## src/rtl/serial_adder.sv

```systemverilog
// Bit-serial adder: one full_adder cell, LSB first, one bit per clock, registered carry.
// Define SERIAL_ADDER_OVF_EN to add the signed-overflow output ovf.

module full_adder (
  input  logic x,
  input  logic y,
  input  logic cin,
  output logic sum,
  output logic cout
);
  assign sum  = x ^ y ^ cin;
  assign cout = (x & y) | (cin & (x ^ y));
endmodule

module serial_adder #(
  parameter int unsigned WIDTH = 8
) (
  input  logic             clk,
  input  logic             rst_n,
  input  logic             start,
  input  logic [WIDTH-1:0] a,
  input  logic [WIDTH-1:0] b,
  input  logic             ci,
  output logic             busy,
  output logic             done,
  output logic [WIDTH-1:0] s,
  output logic             co
`ifdef SERIAL_ADDER_OVF_EN
  ,
  output logic             ovf
`endif
);

  localparam int unsigned CntW = (WIDTH > 1) ? $clog2(WIDTH) : 1;

  typedef enum logic [1:0] {StIdle, StRun, StDone} state_e;

  state_e            state_q, state_d;
  logic [WIDTH-1:0]  a_q, a_d, b_q, b_d, s_q, s_d;
  logic              carry_q, carry_d, co_q, co_d;
  logic [CntW-1:0]   cnt_q, cnt_d;
  logic              fa_sum, fa_co, last_bit;
  logic [WIDTH:0]    sum_shift;
`ifdef SERIAL_ADDER_OVF_EN
  logic              ovf_q, ovf_d;
`endif

  full_adder u_fa (
    .x    (a_q[0]),
    .y    (b_q[0]),
    .cin  (carry_q),
    .sum  (fa_sum),
    .cout (fa_co)
  );

  // New sum bit enters at the MSB; after WIDTH shifts bit 0 lands in s[0].
  assign sum_shift = {fa_sum, s_q};
  assign last_bit  = (cnt_q == CntW'(WIDTH - 1));

  always_comb begin
    state_d = state_q;
    a_d     = a_q;
    b_d     = b_q;
    s_d     = s_q;
    carry_d = carry_q;
    co_d    = co_q;
    cnt_d   = cnt_q;
`ifdef SERIAL_ADDER_OVF_EN
    ovf_d   = ovf_q;
`endif
    unique case (state_q)
      StIdle: begin
        if (start) begin
          state_d = StRun;
          a_d     = a;
          b_d     = b;
          carry_d = ci;
          cnt_d   = '0;
          s_d     = '0;
          co_d    = 1'b0;
`ifdef SERIAL_ADDER_OVF_EN
          ovf_d   = 1'b0;
`endif
        end
      end
      StRun: begin
        a_d     = a_q >> 1;
        b_d     = b_q >> 1;
        s_d     = sum_shift[WIDTH:1];
        carry_d = fa_co;
        cnt_d   = cnt_q + CntW'(1);
        if (last_bit) begin
          state_d = StDone;
          co_d    = fa_co;
`ifdef SERIAL_ADDER_OVF_EN
          // Carry into the sign bit differs from carry out of it.
          ovf_d   = carry_q ^ fa_co;
`endif
        end
      end
      StDone:  state_d = StIdle;
      default: state_d = StIdle;
    endcase
  end

  always_ff @(posedge clk or negedge rst_n) begin
    if (!rst_n) begin
      state_q <= StIdle;
      a_q     <= '0;
      b_q     <= '0;
      s_q     <= '0;
      carry_q <= 1'b0;
      co_q    <= 1'b0;
      cnt_q   <= '0;
`ifdef SERIAL_ADDER_OVF_EN
      ovf_q   <= 1'b0;
`endif
    end else begin
      state_q <= state_d;
      a_q     <= a_d;
      b_q     <= b_d;
      s_q     <= s_d;
      carry_q <= carry_d;
      co_q    <= co_d;
      cnt_q   <= cnt_d;
`ifdef SERIAL_ADDER_OVF_EN
      ovf_q   <= ovf_d;
`endif
    end
  end

  assign busy = (state_q == StRun);
  assign done = (state_q == StDone);
  assign s    = s_q;
  assign co   = co_q;
`ifdef SERIAL_ADDER_OVF_EN
  assign ovf  = ovf_q;
`endif

endmodule

```

## config.mk

```make
export PLATFORM = sky130hd
export DESIGN_NAME = serial_adder
export DESIGN_NICKNAME = d
export VERILOG_FILES = /design/src/rtl/serial_adder.sv
export SDC_FILE = /design/constraint.sdc
export NUM_CORES = 1
export LEC_CHECK = 0
export CORE_UTILIZATION = 41
export DETAILED_ROUTE_END_ITERATION = 12
export MAX_ROUTING_LAYER = met4
export PLACE_DENSITY = 0.69
export SLEW_MARGIN = 10
export SYNTH_ARGS = -nofsm -noshare
export SYNTH_HDL_FRONTEND = slang
export SYNTH_SLANG_ARGS = --single-unit
```

## constraint.sdc

```tcl
create_clock -name clk -period 1.6 [get_ports clk]
set_input_delay 0.16 -clock clk [delete_from_list [all_inputs] [get_ports clk]]
set_output_delay 0.16 -clock clk [all_outputs]
set_load 0.05 [all_outputs]
```

==> results of run 1 <==
==> routing by layer <==
metal | vias up | wire length [um] | track usage [%]
li1 | 547 | - | -
met1 | 559 | 1312 | 24.55
met2 | 36 | 1567 | 32.81
met3 | 6 | 176 | 7.036
met4 | 0 | 42 | 5.844
met5 | - | 0 | -
==> registers in the layout, summed over array words and instances, names as in the netlist <==
signal / flops
a_q: 8
b_q: 8
carry_q: 1
cnt_q: 3
co: 1
s: 8
state_q: 2
==> critical path, delay by kind of cell, from the launching register on <==
| family | cells | cell delay, ns |
|---|---|---|
| DFF | 1 | 0.47 |
| buffers and inverters | 2 | 0.30 |
| and+or+nand+nor | 1 | 0.21 |
==> cell families (layout without fill, tap and decap cells) <==
| kind of cell | after synthesis | count (layout) | synth area share [%] |
|---|---|---|---|
| AOI/OAI and AO/OA | 62 | 62 | 28.45 |
| adders and majority gates | 3 | 3 | 3.180 |
| buffers and inverters | 18 | 49 | 8.127 |
| and+or+nand+nor | 15 | 15 | 5.477 |
| DFF | 31 | 31 | 54.77 |
==> path summary, 6_finish.rpt <==
path | slack [ns] | endpoint | from | cells past startpoint
max | 0.12 | done | state_q[1] | 3
min | 0.20 | cnt_q[1] | rst_n | 2
max reg2reg | 0.27 | carry_q | state_q[1] | 3
min reg2reg | 0.50 | cnt_q[0] | cnt_q[0] | 1
max in group asynchronous | 1.10 | state_q[1] | rst_n | 2
min in group clk | 0.37 | a_q[7] | a[7] | 3
==> Yosys cell counts (2+ instances only) <==
cell type	number	area, um2
a21oi_1	15	75.07
inv_1	6	22.52
o21ai_0	4	20.02
o22ai_1	28	175.2
buf_2	6	30.03
nand2_1	7	26.28
o21ai_1	2	10.01
ha_1	2	25.02
a22o_1	9	78.83
nor2_1	3	11.26
buf_6	3	33.78
dfrtp_1	31	775.7
==> metrics by stage <==
step	hold WS [ns]	utilization (%)	power, mW
after floorplan	-0.1356	-	2.647
after global placement	0.4718	54.09	2.966
after detailed placement	0.4883	54.09	3.035
after CTS	0.2137	56.03	3.507
after global routing	0.2340	56.07	3.745
final	0.2014	56.07	3.498
==> timing repair <==
action | 4_1_cts | 5_1_grt
cloned | 0 | 0
resized for setup | 2 | 1
buffers inserted | 1 | 0
endpoints found under the setup margin | 2 | 1
==> power by group <==
| part | total [mW] | internal [mW] | switching, mW |
|---|---|---|---|
| registers | 1.43 | 1.13 | 0.299 |
| clock network | 0.445 | 0.163 | 0.281 |
| logic | 1.62 | 0.653 | 0.971 |
==> layout make-up <==
class	instances	area, um2
flip-flops and latches	31	778.2
well taps	44	55.05
clock buffers	5	37.54
repair buffers	34	327.8
multi-input cells	80	525.5
fillers	327	1385
clock inverters	3	15.01
inverters	7	28.78
==> results.sh, run 1 <==
export IMPL_status="finished clean"
export IMPL_maxSlewHeadroom_pct=67.17
export IMPL_die_h_um=60.78
export IMPL_cts_hold_buf=0
export IMPL_antenna_left=0
export IMPL_grt_max_degree=32
export IMPL_grt_pass1_wl_um=5119
export IMPL_cts_root_buffer="clkbuf_4"
export IMPL_layout_drive_gt1_share_pct=20.00
export IMPL_hp_class="input pin to asynchronous set/reset pin"
export IMPL_syn_area_per_cell_um2=10.98
export IMPL_critical_path_endpoint_type="output pin"
export IMPL_max_freq_mhz=677.2
export IMPL_final_min_clock_period_ns=1.477
export IMPL_clk_path_buf_depth=2
export IMPL_yosys_register_bits=31
export IMPL_grtUsageTotal_pct=20.48
export IMPL_dp_cells=195
export IMPL_detailed_place_hpwl_um=2066
export IMPL_cts_tree="built"
export IMPL_final_cell_mix="29 x dfrtp_1, 28 x o22ai_1, 19 x clkdlybuf4s50_1, 15 x a21oi_1, 13 x buf_4"
export IMPL_io_buffers=30
export IMPL_antennaDiodeCount=0
export IMPL_cts_max_level=2
export IMPL_synthArstFlopShare_pct=100.0
export IMPL_start_util_pct=44.92
export IMPL_crit_slowest_cell="dfrtp_2"
export IMPL_die_area_mm2=0.003694
export IMPL_setup_viol=0
export IMPL_syn_num_nets=152
export IMPL_ys_warn_count=0
export IMPL_gp_congestion=0.7773
export IMPL_cpPeakStageDelay_ns=0.47
export IMPL_dp_worst_setup_slack_ns=0.1282
export IMPL_cap_violations=0
export IMPL_viasPerCell=5.627
export IMPL_first_pass_iters=4
export IMPL_period_share_pct=92.29
export IMPL_synth_cell_types=25
export IMPL_netlist_area_mm2=0.001416
export IMPL_wl_um=3099
export IMPL_startpoint_type="register"
export IMPL_worstPathRequired_ns=1.44
export IMPL_antenna_found_initial=0
export IMPL_core_mm2=0.003153
export IMPL_finalMaxSlewViolations=0
export IMPL_leakage_nw=0.7703
export IMPL_fin_skew_ns=0.005016
export IMPL_routedWlPerCell_um=15.19
export IMPL_numCtsBuffers=5
export IMPL_num_rows=20
export IMPL_layoutNonFillerInstCount=204
export IMPL_synth_main_ff_cell="dfrtp_1"
export IMPL_synth_enable_flop_cells=0
export IMPL_hold_violations=0
export IMPL_placed_area_mm2=0.001705
export IMPL_boundaryPins=31
export IMPL_rsz0062_at_grt="no"
export IMPL_grt_overflow_total=0
export IMPL_clk_pin_slew_ns=0.09
export IMPL_tightest_slew_ns=0.4918
export IMPL_finalSetupTns_ns=0
export IMPL_synth_cells=129
export IMPL_p_per_area_mw_per_mm2=1979
export IMPL_drc=0
export IMPL_cts_sinks=31
export IMPL_die_width_um=60.78
export IMPL_vias=1148
export IMPL_drtIter0Drc=43
export IMPL_worstPathArrival_ns=1.32
export IMPL_clock_latency_ns=0.34
export IMPL_ir_drop_v=0.0008395
export IMPL_final_cell_area_mm2=0.001768
export IMPL_synth_seq_area_share_pct=54.77
export IMPL_cp_max_fo=12
export IMPL_path_cells="inv_2 -> nor2_1 -> buf_12"
export IMPL_timing_final_ws_setup_ns=0.1233
export IMPL_nNetsFinal=182
export IMPL_crit_type="register to output pin"
export IMPL_grt_pass1_vias=1110
export IMPL_mostFrequentLayoutCell="dfrtp_1"
export IMPL_synthToLayoutAreaGrowth_pct=24.82
Power figures use the tool's default switching activity.
==> inputs of run 2 (changes only) <==
--- a/config.mk
+++ b/config.mk
@@ -7,8 +7,8 @@
 export LEC_CHECK = 0
 export CORE_UTILIZATION = 41
 export DETAILED_ROUTE_END_ITERATION = 12
-export MAX_ROUTING_LAYER = met4
 export PLACE_DENSITY = 0.69
+export REMOVE_ABC_BUFFERS = 1
 export SLEW_MARGIN = 10
 export SYNTH_ARGS = -nofsm -noshare
 export SYNTH_HDL_FRONTEND = slang
==> results.sh, run 2 (same netlist as run 1, synthesis figures left out) <==
export IMPL_grtUsageTotal_pct=19.74
export IMPL_switching_share_pct=42.98
export IMPL_finalSetupTns_ns=0
export IMPL_drtIter0Drc=52
export IMPL_clk_path_buf_depth=2
export IMPL_clk_pin_slew_ns=0.10
export IMPL_nNetsFinal=183
export IMPL_wl_um=3048
export IMPL_synthToLayoutAreaGrowth_pct=26.41
export IMPL_die_area_mm2=0.003694
export IMPL_layout_drive_gt1_share_pct=18.75
export IMPL_viasPerCell=5.667
export IMPL_layoutNonFillerInstCount=204
export IMPL_die_h_um=60.78
export IMPL_num_rows=20
export IMPL_vias=1156
export IMPL_finalMaxSlewViolations=0
export IMPL_final_min_clock_period_ns=1.486
export IMPL_p_per_area_mw_per_mm2=1959
export IMPL_cpPeakStageDelay_ns=0.50
export IMPL_crit_type="register to output pin"
export IMPL_cts_tree="built"
export IMPL_grt_pass1_vias=1132
export IMPL_cap_violations=0
export IMPL_status="finished clean"
export IMPL_grt_pass1_wl_um=5216
export IMPL_gp_congestion=0.7560
export IMPL_detailed_place_hpwl_um=2089
export IMPL_timing_final_ws_setup_ns=0.1144
export IMPL_cp_max_fo=11
export IMPL_leakage_nw=0.7804
export IMPL_hp_class="input pin to asynchronous set/reset pin"
export IMPL_crit_slowest_cell="dfrtp_1"
export IMPL_tightest_slew_ns=0.4695
export IMPL_max_freq_mhz=673.1
export IMPL_drc=0
export IMPL_mostFrequentLayoutCell="dfrtp_1"
export IMPL_rsz0062_at_grt="no"
export IMPL_die_width_um=60.78
export IMPL_core_mm2=0.003153
export IMPL_antenna_found_initial=0
export IMPL_antennaDiodeCount=0
export IMPL_startpoint_type="register"
export IMPL_cts_root_buffer="clkbuf_4"
export IMPL_maxSlewHeadroom_pct=68.68
export IMPL_routedWlPerCell_um=14.94
export IMPL_clock_latency_ns=0.34
export IMPL_cts_max_level=2
export IMPL_final_cell_mix="30 x dfrtp_1, 28 x o22ai_1, 19 x clkdlybuf4s50_1, 15 x a21oi_1, 13 x buf_4"
export IMPL_start_util_pct=44.92
export IMPL_total_power_mw=3.508
export IMPL_fin_skew_ns=0.009699
export IMPL_grt_max_degree=32
export IMPL_sequentialPowerShare_pct=40.4
export IMPL_fill_cells=309
export IMPL_boundaryPins=31
export IMPL_clockPowerShare_pct=13.3
export IMPL_hold_violations=0
export IMPL_antenna_left=0
export IMPL_critical_path_endpoint_type="output pin"
export IMPL_first_pass_iters=4
export IMPL_grt_overflow_total=0
export IMPL_p_int_mw=2.000
export IMPL_ir_drop_v=0.0007321
export IMPL_numCtsBuffers=5
export IMPL_power_switching_mw=1.508
export IMPL_dp_worst_setup_slack_ns=0.08029
export IMPL_worstPathArrival_ns=1.33
export IMPL_period_share_pct=92.85
export IMPL_cts_sinks=31
export IMPL_power_frac_comb_pct=46.3
export IMPL_worstPathRequired_ns=1.44
export IMPL_setup_viol=0
export IMPL_path_cells="nand2b_4 -> inv_4 -> buf_12"
export IMPL_dp_cells=196
export IMPL_io_buffers=30
[run 2: cell types whose count changed in the layout (fill, tap and decap cells not counted), sizes merged]
cell,delta
clkinv,-2
buf,+1
clkbuf,+1
[run 2: layer usage]
metal / vias to the layer above / share of wire, % / track usage (%)
met2: 40 / 48 / 32.81
met4: 0 / 1.8 / 8.766
met1: 557 / 43 / 24.08
met5: - / 0 / 0
li1: 552 / - / -
met3: 7 / 6.9 / 5.330
[run 2: area by class of cell]
cell class | instances | area (um2) | area share [%]
Clock buffer | 6 | 51.30 | 2.865
Clock inverter | 1 | 5.005 | 0.2795
Inverter | 7 | 28.78 | 1.607
Multi-Input combinational cell | 80 | 525.5 | 29.35
Sequential cell | 31 | 777.0 | 43.40
Tap cell | 44 | 55.05 | 3.075
Timing Repair Buffer | 35 | 347.8 | 19.43
[run 2: worst paths after layout]
check	start	to	slack, ns	cells after the start
worst max-delay path	state_q[1]	busy	0.11	3
worst min-delay path	rst_n	s[0]	0.21	2
worst max register to register	state_q[1]	b_q[3]	0.26	4
worst min register to register	cnt_q[0]	cnt_q[0]	0.50	1
max in group asynchronous	rst_n	state_q[0]	1.09	2
min in group clk	b[7]	b_q[7]	0.36	3
[run 2: stage by stage]
stage	hold slack, ns	instance area (um2)	utilization, %
6_report	0.2088	1790	56.79
2_1_floorplan	-0.1356	1330	-
3_3_place_gp	0.4715	1725	54.72
5_1_grt	0.2294	1790	56.79
3_5_place_dp	0.4883	1725	54.72
4_1_cts	0.2203	1790	56.79
[run 2: power groups by stage]
stage          registers, mW  logic, mW  clock network [mW]
5_1_grt                 1.48       1.78               0.515
3_3_place_gp            1.42       1.57                   0
2_1_floorplan           1.67      0.821                   0
6_report                1.42       1.62               0.466
3_5_place_dp            1.43       1.61                   0
4_1_cts                 1.42       1.65               0.481
[run 2: what timing repair did]
| action | CTS | global route |
|---|---|---|
| endpoints found under the hold margin | 0 | 0 |
| buffers inserted | 1 | 0 |
| gates resized for setup | 1 | 0 |
| hold buffers | 0 | 0 |
| setup endpoints to repair | 1 | 0 |
[run 2: worst max-delay path, delay by kind of cell (launching register included)]
family                 cells  cell delay, ns
buffers and inverters      2            0.28
AND/OR/NAND/NOR            1            0.21
flip-flops                 1            0.50
==> inputs of run 3 (changes only) <==
--- a/config.mk
+++ b/config.mk
@@ -5,6 +5,7 @@
 export SDC_FILE = /design/constraint.sdc
 export NUM_CORES = 1
 export LEC_CHECK = 0
+export CAP_MARGIN = 25
 export CORE_UTILIZATION = 41
 export DETAILED_ROUTE_END_ITERATION = 12
 export PLACE_DENSITY = 0.69
@@ -13,3 +14,4 @@
 export SYNTH_ARGS = -nofsm -noshare
 export SYNTH_HDL_FRONTEND = slang
 export SYNTH_SLANG_ARGS = --single-unit
+export TNS_END_PERCENT = 50
==> results of run 3 <==
No change in the layout: final DEF, timing and power equal those of run 2.
